--- config.mk ---
export PLATFORM = sky130hd
export DESIGN_NAME = hazard_scoreboard
export DESIGN_NICKNAME = d
export VERILOG_FILES = /design/src/rtl/hazard_scoreboard.sv
export SDC_FILE = /design/constraint.sdc
export NUM_CORES = 1
export LEC_CHECK = 0
export ABC_AREA = 1
export BUFFER_PORTS_ARGS = -buffer_cell sky130_fd_sc_hd__buf_2
export CORE_MARGIN = 5
export CORE_UTILIZATION = 45
export CTS_BUF_LIST = sky130_fd_sc_hd__clkbuf_2 sky130_fd_sc_hd__clkbuf_4 sky130_fd_sc_hd__clkbuf_8
export CTS_CLUSTER_DIAMETER = 120
export DETAILED_ROUTE_END_ITERATION = 16
export GPL_TIMING_DRIVEN = 0
export SYNTH_ARGS = -nofsm -noshare
export SYNTH_HDL_FRONTEND = slang
export SYNTH_SLANG_ARGS = --single-unit
--- constraint.sdc ---
create_clock -name clk -period 2.41 [get_ports clk]
set_input_delay 0 -clock clk [delete_from_list [all_inputs] [get_ports clk]]
set_output_delay 0 -clock clk [all_outputs]
set_load 0.01 [all_outputs]
--- src/rtl/hazard_scoreboard.sv ---
// Per-register result-latency reservation table; raises stall when ID reads a not-yet-forwardable register.
// Latency: stall is combinational from ID inputs and registered counters; reservations land one cycle after issue. No backpressure input.
module hazard_scoreboard #(
   parameter int NUM_REGS = 32,
   parameter int LAT_W    = 3,
   parameter int CNT_W    = 16
) (
   input  logic                clk,
   input  logic                rst,
   input  logic [4:0]          id_rs,
   input  logic [4:0]          id_rt,
   input  logic                id_use_rs,
   input  logic                id_use_rt,
   input  logic                issue_valid,
   input  logic                issue_reg_write,
   input  logic [4:0]          issue_rd,
   input  logic [LAT_W-1:0]    issue_latency,
   input  logic                flush,
   output logic                stall,
   output logic [NUM_REGS-1:0] pending_mask,
   output logic [CNT_W-1:0]    stall_count
);

   logic [LAT_W-1:0] cnt     [NUM_REGS];
   logic [LAT_W-1:0] cnt_nxt [NUM_REGS];
   logic             rs_hazard;
   logic             rt_hazard;
   logic             issue_fire;

   function automatic logic [LAT_W-1:0] count_down(input logic [LAT_W-1:0] c);
      return (c != '0) ? c - LAT_W'(1) : '0;
   endfunction

   // Hazard check reads counters as they stand before this cycle's issue, so a
   // source that equals its own destination never self-stalls.
   always_comb begin
      rs_hazard  = id_use_rs && (id_rs != 5'd0) && (cnt[id_rs] != '0);
      rt_hazard  = id_use_rt && (id_rt != 5'd0) && (cnt[id_rt] != '0);
      stall      = rs_hazard || rt_hazard;
      issue_fire = issue_valid && !stall && !flush && issue_reg_write &&
                   (issue_rd != 5'd0) && (issue_latency != '0);
   end

   // WAW: a newer reservation never shortens an older, later-ready one.
   always_comb begin
      cnt_nxt[0] = '0;
      for (int r = 1; r < NUM_REGS; r++) begin
         cnt_nxt[r] = count_down(cnt[r]);
         if (issue_fire && (issue_rd == 5'(r)) && (issue_latency > cnt_nxt[r])) begin
            cnt_nxt[r] = issue_latency;
         end
      end
   end

   always_comb begin
      pending_mask = '0;
      for (int r = 1; r < NUM_REGS; r++) begin
         pending_mask[r] = (cnt[r] != '0);
      end
   end

   always_ff @(posedge clk) begin
      if (rst) begin
         for (int r = 0; r < NUM_REGS; r++) begin
            cnt[r] <= '0;
         end
         stall_count <= '0;
      end else begin
         for (int r = 0; r < NUM_REGS; r++) begin
            cnt[r] <= cnt_nxt[r];
         end
         if (stall && (stall_count != '1)) begin
            stall_count <= stall_count + CNT_W'(1);
         end
      end
   end

endmodule
==> flow_summary.toml, run 1 <==
[outcome]
status = "finished, final reports clean"

[logic_synthesis]
synth_compound_area_share_pct = 7.840
synth.net_count = 1732
synth_simple_gate_area_share_pct = 38.68
ys_types = 31
synthesis.area_um2 = 9863
seq_area_frac_synth_pct = 22.12
synth_top_cell_area_share_pct = 22.12
syn_inst = 1551
synth_top_family_by_area = "simple AND/OR/NAND/NOR gates"
synth_top_cell_by_area = "dfxtp_1"
ys_top_cells_by_area = "dfxtp_1 (22%), ha_1 (20%), nor2_1 (14%)"
synth_warnings = 0
muxShareOfSynthArea_pct = 0
avgSynthCellArea_um2 = 6.359
ys_seq_elements = 109
synth_xor_area_share_pct = 1.243
synthAdderAreaFrac_pct = 19.79

[floorplanning]
fp.dieH_um = 158.1
coreArea_um2 = 21690
start_util_pct = 45.48
boundaryPins = 74
die-area_um2 = 24980
fp-row-count = 54
dieWidth_um = 158.1

[timing]
setup_viol = 0
worstMarginPinSlew_ps = 1111
max_freq_mhz = 434.0
slew_violations = 0
fin_crit_ps = 2304
finalHoldViolCount = 0
tns_ps = 0
fin_skew_ps = 19.67
post-route-period-util_pct = 95.60
slew_headroom_pct = 25.68

[power]
power_mw = 3.885
p_per_area_nw_per_um2 = 357.3
vdd_drop_max_mv = 0.3177
leakage_nw = 6.815

[cts]
cts_tree = "built"
clk_pin_slew_ps = 120
htreeDepth = 3
root_buffer = "clkbuf_8"
cts.sinks = 109
clk_latency_ps = 420
clockBufferDepth = 2
post_cts_buffers = 0
cts_made_buffers = 9

[global_route]
grtUsageMet3_pct = 3.663
grt_max_degree = 37
grtUsageMet2_pct = 41.22
busiest_layer = "met2"
grt_usage_pct = 24.27
antenna_found_initial = 0
met1_usage_pct = 32.34
grt_pass1_wl_um = 47670
overflow = 0
grt_pass1_vias = 9097

[route]
avgRoutedWirePerCell_um = 15.45
drc = 0
first_pass_iters = 5
drtIter0Drc = 891
detail-route-antenna-nets = 0
avgViaCountPerCell = 5.116
vias = 9807
totalWireLength_um = 29610

[layout]
nets = 1813
final_common_cell = "nand2_1"
n_antenna_cell = 0
final_cell_mix = "nand2_1 (361), nor2_1 (351), inv_1 (206), ha_1 (156), dfxtp_1 (109)"
syn_to_final_growth_pct = 10.24
drive_gt1_share_pct = 9.835

[place]
portBuffers = 68
place.gp.congestion = 0.8928
dp_hpwl_um = 21720

[critical_path]
crit_path_max_incr_delay_ps = 710
cp_slowest_cell = "nor3_1"
startpoint_type = "primary input"
worst-setup-path-type = "primary input to register"
arrival_ps = 2660
startpoint = "issue_latency[2]"
r2r-start = "cnt[23][1]$_SDFF_PP0_"
crit_chain = "buf_4 > nor3_1 > nor3_1 > buf_1 > nand4_2 > nand2_1 > nand2_1 > nor2_1"
cp-end-kind = "register"
crit_required_ps = 2760
crit_fanout = 36

[hold_path]
worstHoldStart = "issue_latency[2]"
hp-class = "primary input to register"

[run]
maxCapViolations = 0
layer usage:
metal	vias up	routed length, µm
li1	5084	-
met1	4462	13580
met2	231	13860
met3	30	1702
met4	0	474
met5	-	0
layout make-up:
type / count / area, µm²
Buffer: 47 / 224.0
Clock buffer: 9 / 123.9
Clock inverter: 7 / 105.1
Fill cell: 2330 / 10820
Inverter: 211 / 794.5
Multi-Input combinational cell: 1184 / 6728
Sequential cell: 109 / 2182
Tap cell: 280 / 350.3
Timing Repair Buffer: 70 / 365.4
report_power, final:
part           internal, mW  leakage (nW)  total, mW  switching (mW)
combinational         0.201          5.82      0.699           0.498
sequential             1.81         0.878       1.82         0.00945
clock                 0.603         0.112       1.37           0.764
final timing paths:
check / endpoint / slack [ps] / cells after the start
worst max-delay path: cnt[31][1]$_SDFF_PP0_ / 110 / 8
worst min-delay path: cnt[1][2]$_SDFF_PP0_ / 130 / 3
worst max register to register: cnt[23][0]$_SDFF_PP0_ / 220 / 13
worst min register to register: stall_count[8]$_SDFFE_PP0P_ / 510 / 2
Yosys cell counts:
| library cell | count |
|---|---|
| xnor2_1 | 7 |
| o21ai_0 | 16 |
| a21oi_1 | 59 |
| ha_1 | 156 |
| inv_2 | 4 |
| clkbuf_1 | 25 |
| nor2_4 | 1 |
| nand3_1 | 94 |
| nand2_1 | 363 |
| inv_1 | 207 |
| o21bai_1 | 7 |
| xor2_1 | 7 |
| conb_1 | 1 |
| a211oi_1 | 24 |
| a311oi_1 | 16 |
| nand4_1 | 5 |
| nor2_2 | 1 |
| nand2_2 | 2 |
| o211ai_1 | 1 |
| buf_4 | 9 |
| buf_1 | 3 |
| clkbuf_2 | 1 |
| nand3b_1 | 3 |
| nor3_1 | 6 |
| nand3_2 | 2 |
| buf_2 | 9 |
| o41ai_1 | 2 |
| dfxtp_1 | 109 |
| nor4_1 | 17 |
| nand4_2 | 30 |
| nor2_1 | 364 |
stage by stage:
| stage | util [%] | std cells | cell area [µm²] | setup slack (ps) | hold WS, ps |
|---|---|---|---|---|---|
| 2_1_floorplan | - | 1551 | 9863 | 290.8 | 69.07 |
| 3_3_place_gp | 48.66 | 1899 | 10550 | -924.9 | 256.7 |
| 3_5_place_dp | 48.66 | 1899 | 10550 | -619.4 | 258.9 |
| 4_1_cts | 49.84 | 1917 | 10810 | 73.46 | 107.9 |
| 5_1_grt | 50.13 | 1917 | 10870 | -15.15 | 152.9 |
| 6_report | 50.13 | 1917 | 10870 | 106.1 | 126.9 |
cells by family after synthesis:
| group | Yosys count |
|---|---|
| other cells | 1 |
| simple gates | 888 |
| fa+ha+maj | 156 |
| compound gates | 125 |
| xor+xnor | 14 |
| buf+inv | 258 |
| flops | 109 |
repair_timing:
action | in CTS | in global routing
hold endpoints to repair | 6 | 0
endpoints found under the setup margin | 86 | 103
pin swaps | 0 | 2
resized for setup | 3 | 23
hold buffers | 2 | 0
gates cloned | 0 | 0
state kept, by name, indices dropped and copies added, names as in the netlist:
register,cells
stall_count,16
cnt,93
worst max-delay path: cells and delay by family:
family        cells  cell delay, ps
simple gates      6            1450
buf+inv           2            1150
No activity file was read; power rests on OpenSTA's default activity.
==> run 2: changes to the inputs <==
PLACE_DENSITY = 0.62   (was default)
==> run 2 against run 1 <==
Count of clock-buffer cells in the layout stayed put. Final cell count did not move. Worst setup slack better by 58 ps. Global-route usage decreased by 0.29 points. Critical path depth is 4 higher. Sequential power about the same. Final area down 0.21%. Critical endpoint is now stall. Highest routed layer unchanged.
==> flow_summary.toml, run 2 (synthesized netlist as in run 1, its figures left out) <==
[critical_path]
path_buf_inv = 2
crit_fanout = 10
arrival_ps = 2250
r2r_cells = 13
cp_common_cell = "nand2_1"
crit_required_ps = 2410
crit_path_max_incr_delay_ps = 340
crit_chain = "nor2_1 > nand3_1 > nand3_1 > nand2_1 > nand2_1 > nand2_1 > nand2_1 > nand2_1 > nand3_2 > nand2_2 > buf_4 > buf_2"
worst-setup-path-type = "register to output pin"
cp_slowest_cell = "dfxtp_1"
cp.depth = 12
crit_path_end = "stall"
r2r-end = "cnt[24][0]$_SDFF_PP0_"
cp-end-kind = "output pin"
r2r-start = "cnt[24][0]$_SDFF_PP0_"
startpoint_type = "register"
rrSetupSlack_ps = 230
startpoint = "cnt[11][1]$_SDFF_PP0_"
cpLargestDelayFamily = "simple AND/OR/NAND/NOR gates"

[floorplanning]
fp.dieH_um = 158.1
fp-row-count = 54
boundaryPins = 74
start_util_pct = 45.48
coreArea_um2 = 21690
die-area_um2 = 24980
dieWidth_um = 158.1

[cts]
htreeDepth = 3
cts.sinks = 109
clk_latency_ps = 410
root_buffer = "clkbuf_8"
post_cts_buffers = 0
cts_made_buffers = 9
cts_tree = "built"
clockBufferDepth = 2
clk_pin_slew_ps = 130

[global_route]
grt_usage_pct = 23.97
grt_pass1_wl_um = 47450
grt_pass1_vias = 9226
overflow = 0
antenna_found_initial = 0
grt_max_degree = 37

[route]
avgRoutedWirePerCell_um = 15.39
first_pass_iters = 5
drtIter0Drc = 633
vias = 9908
totalWireLength_um = 29510
avgViaCountPerCell = 5.168
drc = 0
detail-route-antenna-nets = 0

[timing]
slew_headroom_pct = 34.35
worstMarginPinSlew_ps = 981.1
slew_violations = 0
fin_skew_ps = 15.98
max_freq_mhz = 445.2
tns_ps = 0
finalHoldViolCount = 0
rsz0062_at_grt = "true"
fin_crit_ps = 2246
post-route-period-util_pct = 93.20
setup_viol = 0

[run]
maxCapViolations = 0

[layout]
reg_top3 = "cnt x93, stall_count x16"
drive_gt1_share_pct = 9.713
nets = 1813
final_cell_mix = "nand2_1 (362), nor2_1 (356), inv_1 (206), ha_1 (156), dfxtp_1 (109)"
seq_area_um2 = 2182
final_common_cell = "nand2_1"
largest_reg_flops = 93
fillers = 2312
fin_area_um2 = 10850
syn_to_final_growth_pct = 10.01
top_register = "cnt"
multi_input_area_um2 = 6721
n_antenna_cell = 0

[power]
vdd_drop_max_mv = 0.2426
leakage_nw = 6.802
p_per_area_nw_per_um2 = 349.7

[hold_path]
hp-class = "primary input to register"

[place]
portBuffers = 68
dpl_cell_area_um2 = 10550
dp_hpwl_um = 21620
place.gp.congestion = 0.9020

[outcome]
status = "finished, final reports clean"
-- run 2: worst min path at each step --
stage	from	end	slack, ps	cells after the start
after floorplan	rst	stall_count[11]$_SDFFE_PP0P_	70	1
after global placement	rst	stall_count[11]$_SDFFE_PP0P_	260	2
after detailed placement	rst	stall_count[13]$_SDFFE_PP0P_	260	2
after CTS	issue_latency[2]	cnt[1][2]$_SDFF_PP0_	140	3
after global routing	issue_latency[2]	cnt[1][2]$_SDFF_PP0_	170	3
final	issue_latency[1]	cnt[20][1]$_SDFF_PP0_	160	3
-- run 2: worst register-to-register path, stage by stage (launching register included) --
cell and delay, ps:
dfxtp_1 380, nor2_1 240, inv_1 90, nor2_1 100
a21oi_1 70, ha_1 320, nand2_1 50, nor2_1 80
a211oi_1 50, a311oi_1 270, nand4_2 220, nand2_1 110
nand2_1 50, nor2_1 110
-- run 2: layout make-up --
class | instances | share of cell area [%]
multi-input cells | 1184 | 61.95
flip-flops and latches | 109 | 20.11
inverters | 211 | 7.322
repair buffers | 70 | 3.367
well taps | 280 | 3.229
plain buffers | 47 | 2.110
clock buffers | 9 | 1.142
clock inverters | 7 | 0.7726
-- run 2: layer usage --
layer / vias to the layer above / track usage [%] / share of wire, %
met5: - / 0 / 0
met4: 0 / 9.098 / 3.0
met3: 67 / 2.624 / 6.9
met2: 297 / 39.74 / 46
met1: 4451 / 32.14 / 45
li1: 5093 / - / -
-- run 2: power breakdown --
| part | switching, mW | total [mW] | internal (mW) |
|---|---|---|---|
| clock network | 0.775 | 1.27 | 0.499 |
| registers | 0.00937 | 1.82 | 1.81 |
| logic | 0.499 | 0.702 | 0.203 |
| total | 1.28 | 3.79 | 2.51 |
-- run 2: through the flow --
| stage | util, % | hold slack (ps) | instances | worst slack (ps) | total power [mW] |
|---|---|---|---|---|---|
| after floorplan | - | 69.07 | 1551 | 290.8 | 2.292 |
| after detailed placement | 48.66 | 259.5 | 1899 | -564.3 | 2.544 |
| after CTS | 49.73 | 144.2 | 1917 | 38.78 | 3.806 |
| after global routing | 50.03 | 171.9 | 1917 | -42.69 | 3.967 |
| after global placement | 48.66 | 259.7 | 1899 | -868.5 | 2.534 |
| final | 50.03 | 155.3 | 1917 | 163.8 | 3.794 |
-- run 2: repair_timing --
action,CTS,global route
pin swaps,0,2
gates resized for setup,2,21
hold endpoints to repair,6,0
hold buffers,2,0
endpoints found under the setup margin,90,102
==> run 3: changes to the inputs <==
CTS_BUF_LIST = default   (was sky130_fd_sc_hd__clkbuf_2 sky130_fd_sc_hd__clkbuf_4 sky130_fd_sc_hd__clkbuf_8)
==> run 3 against run 2 <==
Routed wire length about the same. Sequential power about the same. Critical path depth is 4 lower. First-iteration DRC count is 6.5% higher. Fmax shrank 0.73%. Die area unchanged. Count of clock-buffer cells in the layout stayed put. Via count shrank 0.18%. Largest cell class unchanged.
==> flow_summary.toml, run 3 (synthesized netlist as in run 1, its figures left out) <==
[run]
maxCapViolations = 0

[power]
p_seq_share_pct = 43.6
p_comb_share_pct = 16.9
vdd_drop_max_mv = 0.3004
p_per_area_nw_per_um2 = 380.4
p_int_mw = 2.838
share_clk_of_total_power_pct = 39.5
leakage_nw = 6.850
sw_frac_of_total_pct = 31.85
p_switching_mw = 1.326

[floorplanning]
fp-row-count = 54
boundaryPins = 74
start_util_pct = 45.48
dieWidth_um = 158.1
coreArea_um2 = 21690
die-area_um2 = 24980
fp.dieH_um = 158.1

[layout]
final_cells = 1916
n_antenna_cell = 0
top_register = "cnt"
fin_util_pct = 50.48
reg_top3 = "cnt x93, stall_count x16"
syn_to_final_growth_pct = 11.00
largest_reg_flops = 93
fin_area_um2 = 10950
final_cell_mix = "nand2_1 (362), nor2_1 (357), inv_1 (206), ha_1 (156), dfxtp_1 (109)"
final_common_cell = "nand2_1"
drive_gt1_share_pct = 9.719
nets = 1812

[global_route]
overflow = 0
antenna_found_initial = 0
grt_pass1_vias = 9246
grt_pass1_wl_um = 47370
grt_usage_pct = 23.99
grt_max_degree = 37

[timing]
whs_ps = 51.46
slew_headroom_pct = 34.00
slew_violations = 0
worstMarginPinSlew_ps = 986.4
fin_skew_ps = 11.69
max_freq_mhz = 441.9
fin_crit_ps = 2263
tns_ps = 0
rsz0062_at_grt = "false"
setup_viol = 0
finalHoldViolCount = 0
post-route-period-util_pct = 93.89

[critical_path]
worst-setup-path-type = "primary input to register"
crit_path_max_incr_delay_ps = 740
cp_slowest_cell = "nor3_1"
startpoint_type = "primary input"
crit_chain = "buf_4 > nor3_1 > nor3_1 > buf_1 > nand4_2 > nand2_1 > nand2_1 > nor2_1"
crit_fanout = 36
arrival_ps = 2570
cpLargestDelayFamily = "simple AND/OR/NAND/NOR gates"
crit_required_ps = 2720
path_buf_inv = 2
cp-end-kind = "register"

[cts]
clk_latency_ps = 370
htreeDepth = 3
root_buffer = "clkbuf_16"
clk_pin_slew_ps = 80
cts.sinks = 109
cts_made_buffers = 9
cts_tree = "built"
post_cts_buffers = 0
clockBufferDepth = 2

[place]
place.gp.congestion = 0.9020
portBuffers = 68
dp.cells = 1899
dpl_cell_area_um2 = 10550
dp_hpwl_um = 21620

[route]
vias = 9890
first_pass_iters = 5
drtIter0Drc = 674
drc = 0
totalWireLength_um = 29530
detail-route-antenna-nets = 0
avgRoutedWirePerCell_um = 15.41
avgViaCountPerCell = 5.162

[outcome]
status = "finished, final reports clean"

[hold_path]
hp-class = "primary input to register"
## run 3: changes by cell type in the layout (fill, tap and decap cells not counted), moves of 2 or more
cell / change
clkbuf_8: -9
buf_4: -2
clkbuf_16: +9
buf_6: +2
## run 3: final timing paths
| check | from | end | slack [ps] | cells after the start |
|---|---|---|---|---|
| worst max-delay path | issue_latency[2] | cnt[6][2]$_SDFF_PP0_ | 150 | 8 |
| worst min-delay path | issue_latency[0] | cnt[19][0]$_SDFF_PP0_ | 50 | 3 |
| worst max register to register | cnt[24][0]$_SDFF_PP0_ | cnt[24][0]$_SDFF_PP0_ | 230 | 13 |
| worst min register to register | stall_count[14]$_SDFFE_PP0P_ | stall_count[14]$_SDFFE_PP0P_ | 500 | 2 |
## run 3: power groups by stage
| stage | logic (mW) | registers (mW) | clock network [mW] |
|---|---|---|---|
| floorplan | 0.431 | 1.86 | 0 |
| global placement | 0.675 | 1.86 | 0 |
| detailed placement | 0.684 | 1.86 | 0 |
| CTS | 0.690 | 1.82 | 1.67 |
| global route | 0.782 | 1.82 | 1.74 |
| finish | 0.703 | 1.82 | 1.64 |
## run 3: final cells by class
type	instances	area [µm²]
clock inverters	7	83.83
plain buffers	47	237.7
inverters	211	794.5
multi-input cells	1184	6719
clock buffers	9	225.2
flip-flops and latches	109	2182
well taps	280	350.3
fillers	2302	10740
repair buffers	69	355.3
## run 3: per-layer routing
| metal | up-vias | global-route usage, % | wire [µm] |
|---|---|---|---|
| met5 | - | 0 | 0 |
| met3 | 58 | 3.445 | 1860 |
| li1 | 5088 | - | - |
| met1 | 4468 | 31.54 | 13210 |
| met2 | 276 | 39.42 | 13550 |
| met4 | 0 | 10.11 | 908 |
## run 3: metrics by stage
| stage | total power, mW | setup WS (ps) |
|---|---|---|
| after floorplan | 2.292 | 290.8 |
| after global placement | 2.534 | -868.5 |
| after detailed placement | 2.544 | -564.3 |
| after CTS | 4.181 | 119.4 |
| after global routing | 4.341 | 8.848 |
| final | 4.164 | 147.2 |
## run 3: worst register-to-register path, cell delays in order (launching register included)
cell and delay, ps:
dfxtp_1 360, nor2_1 250, inv_1 100, nor2_1 100, a21oi_1 70, ha_1 310, nand2_1 50, nor2_1 80
a211oi_1 50, a311oi_1 270, nand4_2 220, nand2_1 110, nand2_1 50, nor2_1 110
## run 3: timing repair
action | 4_1_cts | 5_1_grt
endpoints found under the setup margin | 90 | 96
pin swaps | 0 | 2
resized for setup | 3 | 22
hold buffers | 1 | 0
endpoints found under the hold margin | 4 | 0
